<file path="src/rtl/wb_merge_queue.sv">
// wb_merge_queue
// Write-back merge queue: gathers up to nLANES same-cycle register writes,
// serialises them onto the single register-file write port in acceptance
// order (lane order within a group), and answers pending-write lookups so
// operand fetch can stall on registers with writes still in flight.
//
// Build option: define WBQ_DEDUP_EN to enqueue only the highest-numbered
// lane among valid lanes of one group that share an address.
module wb_merge_queue #(
    parameter int MEMD    = 16,
    parameter int DATAW   = 32,
    parameter int nLANES  = 4,
    parameter int QDEPTH  = 8,
    parameter int nQPORTS = 3,
    localparam int ADDRW  = $clog2(MEMD),
    localparam int CNTW   = $clog2(QDEPTH) + 1
) (
    input  logic                     clk,
    input  logic                     rst_n,
    input  logic [nLANES-1:0]        InValid,
    input  logic [ADDRW*nLANES-1:0]  InAddr,
    input  logic [DATAW*nLANES-1:0]  InData,
    output logic                     InReady,
    output logic                     WEnb,
    output logic [ADDRW-1:0]         WAddr,
    output logic [DATAW-1:0]         WData,
    input  logic [ADDRW*nQPORTS-1:0] QAddr,
    output logic [nQPORTS-1:0]       QPend,
    output logic [CNTW-1:0]          Count
);

    // Pointers index QDEPTH (power of two) slots, so they wrap for free.
    localparam int PTRW = CNTW - 1;
    localparam logic [CNTW-1:0] DEPTH_C = CNTW'(QDEPTH);
    localparam logic [CNTW-1:0] LANES_C = CNTW'(nLANES);
    localparam logic [PTRW-1:0] PTR_ONE = PTRW'(1);

    // Queue state (stage p0): storage, pointers and occupancy.
    logic [ADDRW-1:0] q_addr_p0 [QDEPTH];
    logic [DATAW-1:0] q_data_p0 [QDEPTH];
    logic [PTRW-1:0]  head_p0;
    logic [PTRW-1:0]  tail_p0;
    logic [CNTW-1:0]  count_p0;

    // Write-port register (stage p1).
    logic             wr_vld_p1;
    logic [ADDRW-1:0] wr_addr_p1;
    logic [DATAW-1:0] wr_data_p1;

    logic [nLANES-1:0] keep;
    logic [CNTW-1:0]   lane_off [nLANES];
    logic [PTRW-1:0]   slot     [nLANES];
    logic [CNTW-1:0]   nkeep;
    logic [CNTW-1:0]   enq_n;
    logic [CNTW-1:0]   free_n;
    logic [QDEPTH-1:0] occ;
    logic              accept;
    logic              drain;

    function automatic logic [ADDRW-1:0] lane_addr(input logic [ADDRW*nLANES-1:0] bus,
                                                  input int idx);
        return bus[idx*ADDRW +: ADDRW];
    endfunction

    function automatic logic [DATAW-1:0] lane_data(input logic [DATAW*nLANES-1:0] bus,
                                                  input int idx);
        return bus[idx*DATAW +: DATAW];
    endfunction

    // Ready depends only on the occupancy register, never on InValid.
    assign free_n  = DEPTH_C - count_p0;
    assign InReady = rst_n & (free_n >= LANES_C);
    assign accept  = InReady;
    // Only entries already present at the edge may drain.
    assign drain   = (count_p0 != '0);
    assign enq_n   = accept ? nkeep : '0;

    // Select which valid lanes are written into the queue.
    always_comb begin
        keep = '0;
        for (int i = 0; i < nLANES; i++) begin
            keep[i] = InValid[i];
`ifdef WBQ_DEDUP_EN
            for (int k = i + 1; k < nLANES; k++) begin
                if (InValid[k] && (lane_addr(InAddr, k) == lane_addr(InAddr, i))) begin
                    keep[i] = 1'b0;
                end
            end
`endif
        end
    end

    // Compact kept lanes: each lane's slot offset is the count of kept lanes below it.
    always_comb begin : compact
        logic [CNTW-1:0] acc;
        acc = '0;
        for (int i = 0; i < nLANES; i++) begin
            lane_off[i] = acc;
            slot[i]     = tail_p0 + lane_off[i][PTRW-1:0];
            acc         = acc + CNTW'(keep[i]);
        end
        nkeep = acc;
    end

    // Mark the slots that currently hold a queued write.
    always_comb begin : occupancy
        logic [PTRW-1:0] rel;
        occ = '0;
        for (int e = 0; e < QDEPTH; e++) begin
            rel    = PTRW'(e) - head_p0;
            occ[e] = ({1'b0, rel} < count_p0);
        end
    end

    // Pending lookup against queued entries and the write-port register.
    always_comb begin
        QPend = '0;
        for (int j = 0; j < nQPORTS; j++) begin
            if (wr_vld_p1 && (wr_addr_p1 == QAddr[j*ADDRW +: ADDRW])) begin
                QPend[j] = 1'b1;
            end
            for (int e = 0; e < QDEPTH; e++) begin
                if (occ[e] && (q_addr_p0[e] == QAddr[j*ADDRW +: ADDRW])) begin
                    QPend[j] = 1'b1;
                end
            end
        end
    end

    // Queue storage write: payload only, never reset.
    always_ff @(posedge clk) begin
        if (accept) begin
            for (int i = 0; i < nLANES; i++) begin
                if (keep[i]) begin
                    q_addr_p0[slot[i]] <= lane_addr(InAddr, i);
                    q_data_p0[slot[i]] <= lane_data(InData, i);
                end
            end
        end
    end

    // Pointer and occupancy update; reset discards everything queued.
    always_ff @(posedge clk) begin
        if (!rst_n) begin
            head_p0  <= '0;
            tail_p0  <= '0;
            count_p0 <= '0;
        end else begin
            if (accept) begin
                tail_p0 <= tail_p0 + nkeep[PTRW-1:0];
            end
            if (drain) begin
                head_p0 <= head_p0 + PTR_ONE;
            end
            count_p0 <= count_p0 + enq_n - CNTW'(drain);
        end
    end

    // ---- stage p0 -> p1: head entry onto the register-file write port ----
    // Address/data hold their last value when nothing drains.
    always_ff @(posedge clk) begin
        if (!rst_n) begin
            wr_vld_p1  <= 1'b0;
            wr_addr_p1 <= '0;
            wr_data_p1 <= '0;
        end else begin
            wr_vld_p1 <= drain;
            if (drain) begin
                wr_addr_p1 <= q_addr_p0[head_p0];
                wr_data_p1 <= q_data_p0[head_p0];
            end
        end
    end

    assign WEnb  = wr_vld_p1;
    assign WAddr = wr_addr_p1;
    assign WData = wr_data_p1;
    assign Count = count_p0;

endmodule
</file>
<file path="config.mk">
export PLATFORM = sky130hd
export DESIGN_NAME = wb_merge_queue
export DESIGN_NICKNAME = d
export VERILOG_FILES = /design/src/rtl/wb_merge_queue.sv
export SDC_FILE = /design/constraint.sdc
export NUM_CORES = 1
export LEC_CHECK = 0
export ABC_AREA = 1
export BUFFER_PORTS_ARGS = -buffer_cell sky130_fd_sc_hd__buf_2
export CAP_MARGIN = 20
export CORE_ASPECT_RATIO = 1.5
export CORE_MARGIN = 3
export CORE_UTILIZATION = 52
export DETAILED_ROUTE_END_ITERATION = 10
export PLACE_DENSITY = 0.71
export SLEW_MARGIN = 10
export SYNTH_ARGS = -nofsm -noshare
export SYNTH_HDL_FRONTEND = slang
export SYNTH_SLANG_ARGS = --single-unit
</file>
<file path="constraint.sdc">
create_clock -name clk -period 6.4 [get_ports clk]
set_input_delay 0.64 -clock clk [delete_from_list [all_inputs] [get_ports clk]]
set_output_delay 0.64 -clock clk [all_outputs]
set_load 0.005 [all_outputs]
</file>
Word-level counts from Yosys, hierarchy flattened
Memories as Yosys holds them, arrays and structs flattened. A register that Yosys moved wholly into a read port is not among the register bits.
Index checks and enable logic that the tools add are counted.
{"block": "totals", "reg_bits": 11, "ramBits": 288, "mem_count": 2}
{"block": "op_classes", "mux": 40, "magnitude_cmp": 9, "n_reduce_logical": 30, "bitwise": 1, "add_sub_neg": 19, "eq_ne": 27}
{"name": "q_data_p0", "words": 8, "word_bits": 32, "read_ports": 1, "rd_clocked_by_memory_dff": 1, "write_ports": 4, "line_no": "40", "source": "logic [DATAW-1:0] q_data_p0 [QDEPTH];"}
{"name": "q_addr_p0", "words": 8, "word_bits": 4, "read_ports": 9, "rd_clocked_by_memory_dff": 1, "write_ports": 4, "line_no": "39", "source": "logic [ADDRW-1:0] q_addr_p0 [QDEPTH];"}
{"op": "$eq A4 B4 Y1", "n": 27}
{"op": "$mux W1", "n": 39}
{"op": "$lt A3 B4 Y1", "n": 8}
{"op": "$logic_and A1 B1 Y1", "n": 27}
{"op": "$sub A3 B3 Y3 const A", "n": 4}
{"op": "$add A3 B3 Y3", "n": 2}
{"op": "$sub A1 B3 Y3 const A", "n": 2}
{"op": "$sub A2 B3 Y3 const A", "n": 2}
{"op": "$add A3 B1 Y4", "n": 1}
{"op": "$add A4 B4 Y4", "n": 1}
{"op": "$ge A4 B3 Y1 const B", "n": 1}
{"op": "$mux W4", "n": 1}
{"op": "$reduce_bool A4 Y1", "n": 1}
{"op": "$sub A4 B1 Y4", "n": 1}
{"op": "$sub A4 B4 Y4 const A", "n": 1}
{"op": "$add A2 B1 Y3", "n": 1}
{"op": "$add A3 B1 Y3", "n": 1}
{"op": "$add A3 B1 Y3 const B", "n": 1}
{"op": "$add A3 B2 Y3", "n": 1}
{"op": "$add A1 B1 Y2", "n": 1}
{"op": "$logic_not A1 Y1", "n": 2}
{"op": "$and A1 B1 Y1", "n": 1}

Longest topological paths before layout
Gate-level depths: netlist (run 1).
{"block": "logic_depth", "ltp_word": 11, "mapped_depth": 15}

Worst setup path before layout (run 1)
OpenSTA, ideal clock, no wires.
{"block": "synth_path", "path_type": "input to register", "start": "input port rst_n", "end": "memory q_addr_p0[6][0] (netlist name) (enable)", "path_buffers": 2, "setup_time_ns": 0.479, "t_arrival_ns": 4.279, "path_stages": 6, "setup_slack_ns": 1.642, "cell_sequence": "clkbuf_1 clkbuf_1 nand2_1 nor2_1 nand3_1 o21ai_0"}
{"item": "start, declared", "line_no": "19", "source": "input logic rst_n,"}
{"item": "end, declared", "line_no": "39"}

==> flow_summary.toml, run 1 <==
[run_status]
status = "complete, no violations"

[timing]
period_share = 0.676
layout_setup_ws_ns = 2.07
rsz0062_at_grt = "false"
finalCriticalPeriod_ns = 4.33
setup_viol = 0
holdWs_ns = 0.485
slew_headroom = 0.203
skew_ns = 0.0156
hold_viol = 0
fmax_mhz = 231
tightestPinTransition_ns = 1.19
setup_tns_ns = 0
slew_violations = 0

[layout]
syn2layout_area_growth_pct = 8.02
fin_area_mm2 = 0.0270
fill_cells = 4521
final_nets = 3813
layout-drive-gt1-share = 0.0991
most-common-layout-cells = "nand2_1 (1547), nand3_1 (312), edfxtp_1 (288)"
final_common_cell = "nand2_1"
utilization = 0.573

[logic_synthesis]
syn-mean-instance-area_um2 = 6.83
ys_types = 36
synth_flop_cell = "edfxtp_1"
ys.warnings.count = 0
synth.yosys.seq_area_share = 0.384
async_reset_ff_frac = 0
syn_area_mm2 = 0.0250
synth_fp_nets = 3857
synth_edf_count = 288
ys_ff_latch = 335
synth_cells = 3660

[cts]
post_cts_buffers = 0
cts_buffer_depth = 3
clkTransAtPathRegs_ns = 0.06
h-tree-depth = 2
numCtsBuffers = 36
clkLatencyLatePin_ns = 0.54
post_cts_resized = 0
cts_hold_buf = 0
cts_tree = "built"
cts.sinks = 335
clockRootBuffer = "clkbuf_16"

[worst_setup_path]
crit_path_top_delay_cell = "nand3_2"
path_max_fanout = 37
max_stage_delay_ns = 0.96
worstPathArrival_ns = 4.60
cpMostUsedCell = "nand2_1"
critPathRequiredTime_ns = 6.68
end_kind = "register"
crit_type = "reg -> reg"
worst_setup_path_start_kind = "register"
path_cells = "ha_1 > ha_1 > inv_1 > nand2_1 > nand2_1 > inv_1 > nor2_1 > nand2_1 > nor2_4 > buf_4 > inv_2 > nand3_2 > buf_4"

[placement]
place_congestion = 1.02
preCtsSetupSlack_ns = 2.01
place_hpwl_mm = 59.0
portBuffers = 206
place_area_mm2 = 0.0258

[global_routing]
antenna_found_initial = 9
grt_pass1_wl_mm = 143
grt_pass1_vias = 23600
grt_max_degree = 86
grt_overflow = 0
grt_util_all_layers = 0.372

[route]
routed_via_density = 6.18
routed_wl_mm = 98.1
drc = 0
vias = 26200
final_antenna_net_count = 0
top_layer = "met5"
met3_length_mm = 11.6
drt-wirelength-per-cell_um = 23.1
wl_met1_mm = 33.1
wl_met2_mm = 45.3
drt_iter0_markers = 3393
dr.pass1.iters = 6

[hold_path]
min_path_type = "in -> reg"

[pwr]
p_per_area_mw_per_mm2 = 363
power.leakage_nw = 12.1
vdd_ir_drop_max_mv = 0.232

[die]
placementRows = 97
fp.dieH_um = 275
io_pins = 207
dieWidth_um = 185
initial_core_util = 0.531
core_area_mm2 = 0.0471
dieArea_mm2 = 0.0508

[flow_run]
maxCapViolations = 0
-- stage by stage --
step	power (mW)	std cells
finish	9.80	4242
global route	10.3	4240
CTS	9.70	4236
detailed placement	7.61	4172
global placement	7.54	4171
floorplan	6.20	3660
-- metal layers --
layer  track usage  vias up
met1         0.436    11700
met2         0.607     2054
li1              -    11900
met4         0.262        6
met5             0        -
met3        0.0747      542
-- area by class of cell --
class,instances,area [µm²],share of cell area
multi-input combinational,2866,13600,0.505
antenna,6,15.0,0.000556
clock inverter,18,155,0.00575
sequential,335,9590,0.355
inverter,124,468,0.0173
timing repair buffer,253,1400,0.0520
tap,594,743,0.0275
clock buffer,46,990,0.0367
-- flip-flops by register name, summed over array words and instances, names as in the netlist --
| name | cells |
|---|---|
| Count | 4 |
| WAddr | 4 |
| q_data_p0 | 256 |
| q_addr_p0 | 32 |
| tail_p0 | 3 |
| head_p0 | 3 |
| WEnb | 1 |
| WData | 32 |
-- critical path, delay by kind of cell (launching register included) --
| family | cells | cell delay (ns) |
|---|---|---|
| buffers and inverters | 5 | 1.73 |
| AND/OR/NAND/NOR | 6 | 1.31 |
| flip-flops | 1 | 0.60 |
| adder cells (fa/ha/maj) | 2 | 0.40 |
-- logic make-up after synthesis --
kind of cell | Yosys count | synth area share
XOR/XNOR | 106 | 0.0371
buffers and inverters | 459 | 0.0767
AND/OR/NAND/NOR | 2087 | 0.338
flip-flops | 335 | 0.384
adder cells (fa/ha/maj) | 35 | 0.0193
AO/OA/AOI/OAI | 638 | 0.145
-- Yosys cell counts (3+ instances only) --
library cell / instances / area (µm²)
nand2_1: 1548 / 5810
nand3_1: 315 / 1580
edfxtp_1: 288 / 8650
a21oi_1: 287 / 1440
o21ai_0: 195 / 976
nor2_1: 162 / 608
clkbuf_1: 144 / 541
buf_2: 123 / 616
inv_1: 105 / 394
o21a_1: 72 / 541
xnor2_1: 66 / 578
dfxtp_1: 47 / 941
xor2_1: 40 / 350
a31oi_1: 36 / 225
o211a_1: 36 / 360
buf_1: 35 / 131
clkbuf_2: 33 / 165
ha_1: 29 / 363
inv_2: 19 / 71.3
nor3_1: 19 / 95.1
nand4_1: 14 / 87.6
nor2_2: 11 / 68.8
nor2_4: 8 / 90.1
fa_1: 6 / 120
nand3_4: 4 / 70.1
a22oi_1: 3 / 22.5
o211ai_1: 3 / 22.5
-- worst paths after layout --
| kind | from | to | slack [ns] | depth (start not counted) |
|---|---|---|---|---|
| worst min register to register | q_data_p0[4][1] | WData[1] | 0.56 | 2 |
| worst max register to register | tail_p0[0] | q_data_p0[0][6] | 2.07 | 13 |
| worst max-delay path | tail_p0[0] | q_data_p0[0][6] | 2.07 | 13 |
| worst min-delay path | InData[92] | q_data_p0[7][28] | 0.48 | 3 |
-- power breakdown --
group / total [mW] / leakage, nW / internal [mW] / switching, mW
clock network: 2.12 / 0.567 / 1.21 / 0.906
registers: 3.44 / 3.02 / 3.11 / 0.326
logic: 4.24 / 8.48 / 1.33 / 2.91
Power figures use the tool's default switching activity.
==> run 2, diff against run 1 <==
clock period = 4.4 ns   (was 6.4 ns; I/O delays follow)
==> flow_summary.toml, run 2 (same netlist as run 1, synthesis figures left out) <==
[die]
placementRows = 97
dieArea_mm2 = 0.0508
core_area_mm2 = 0.0471
fp.dieH_um = 275
dieWidth_um = 185
initial_core_util = 0.531
io_pins = 207

[global_routing]
grt_pass1_vias = 24900
grt_util_all_layers = 0.388
grt_max_degree = 149
antenna_found_initial = 7
grt_pass1_wl_mm = 149
grt_overflow = 0

[worst_setup_path]
end_kind = "register"
worstPathArrival_ns = 3.78
r2r-start = "Count[3]"
critPathRequiredTime_ns = 4.63
regToRegEndpoint = "q_addr_p0[6][0]"
crit_type = "reg -> reg"
rrSetupSlack_ns = 0.85
rr_worst_depth = 8
worst_setup_path_start_kind = "register"
path_max_fanout = 23

[layout]
syn2layout_area_growth_pct = 9.03
layout-drive-gt1-share = 0.103
utilization = 0.579
fin_area_mm2 = 0.0273
final_nets = 3832
multi_input_area_mm2 = 0.0136
seq_area_mm2 = 0.00959
most-common-layout-cells = "nand2_1 (1547), nand3_1 (312), edfxtp_1 (288)"
fill_cells = 4472
largest_register_ff_count = 256
final_common_cell = "nand2_1"

[flow_run]
maxCapViolations = 0

[hold_path]
min_path_type = "in -> reg"
holdPathEnd = "q_data_p0[7][28]"
hold_path_depth = 3
min-delay-start = "InData[92]"

[route]
dr.pass1.iters = 7
routed_via_density = 6.18
drt-wirelength-per-cell_um = 23.6
drc = 0
final_antenna_net_count = 0
routed_wl_mm = 101
drt_iter0_markers = 3066
vias = 26300

[timing]
rsz0062_at_grt = "false"
fmax_mhz = 281
skew_ns = 0.0199
slew_violations = 0
slew_headroom = 0.248
setup_tns_ns = 0
period_share = 0.807
hold_viol = 0
setup_viol = 0
holdWs_ns = 0.258
tightestPinTransition_ns = 1.13
finalCriticalPeriod_ns = 3.55

[cts]
cts_tree = "built"
cts_buffer_depth = 3
clkTransAtPathRegs_ns = 0.06
cts_hold_buf = 0
post_cts_resized = 0
numCtsBuffers = 36
clkLatencyLatePin_ns = 0.55
cts.sinks = 335
clockRootBuffer = "clkbuf_16"
post_cts_buffers = 0
h-tree-depth = 2

[pwr]
vdd_ir_drop_max_mv = 0.486
total_power_mw = 14.4
p_per_area_mw_per_mm2 = 529
power.leakage_nw = 12.2

[placement]
place_hpwl_mm = 61.4
place_area_mm2 = 0.0261
portBuffers = 206
place_congestion = 0.985

[run_status]
status = "complete, no violations"
==> run 2: report_power, final <==
group          total (mW)  switching (mW)  leakage, nW  internal (mW)
registers            4.96           0.443         3.02           4.52
logic                6.43            4.40         8.62           2.03
clock network        3.01            1.31        0.541           1.70
total                14.4            6.16         12.2           8.25
==> run 2: layer usage <==
layer,wire length (µm),up-vias,global-route usage
met3,11800,539,0.0779
met1,34000,11900,0.452
li1,-,12000,-
met2,46300,1949,0.632
met5,13,-,0
met4,8590,2,0.281
==> run 2: cell type report <==
class	count	area share
diodes	8	0.000735
clock buffers	52	0.0368
clock inverters	11	0.00399
inverters	124	0.0172
multi-input cells	2866	0.500
flip-flops and latches	335	0.352
well taps	594	0.0273
repair buffers	272	0.0618
==> run 2: how the worst max path moves through the flow <==
stage,startpoint,endpoint,slack [ns],depth (start not counted)
after floorplan,InValid[0],q_addr_p0[6][0],0.40,11
after global placement,InValid[0],q_addr_p0[4][1],0.77,13
after detailed placement,InValid[0],q_addr_p0[4][1],0.75,13
after CTS,Count[3],q_data_p0[6][21],0.89,8
after global routing,Count[3],q_addr_p0[6][2],0.69,8
final,Count[3],q_addr_p0[6][0],0.85,8
==> run 2: critical path, cell delays in order, from the launching register on <==
cell and delay (ns):
dfxtp_1 0.39, inv_1 0.29, nand2_1 0.17, nand3_4 0.23, nand2_1 0.14, nor2_1 0.46, nand3_1 0.26, o21ai_4 0.92
buf_4 0.37
==> run 2: per-stage QoR <==
step | cells | setup WS (ns)
2_1_floorplan | 3660 | 0.397
3_3_place_gp | 4190 | 0.768
3_5_place_dp | 4191 | 0.750
4_1_cts | 4254 | 0.893
5_1_grt | 4258 | 0.685
6_report | 4262 | 0.847
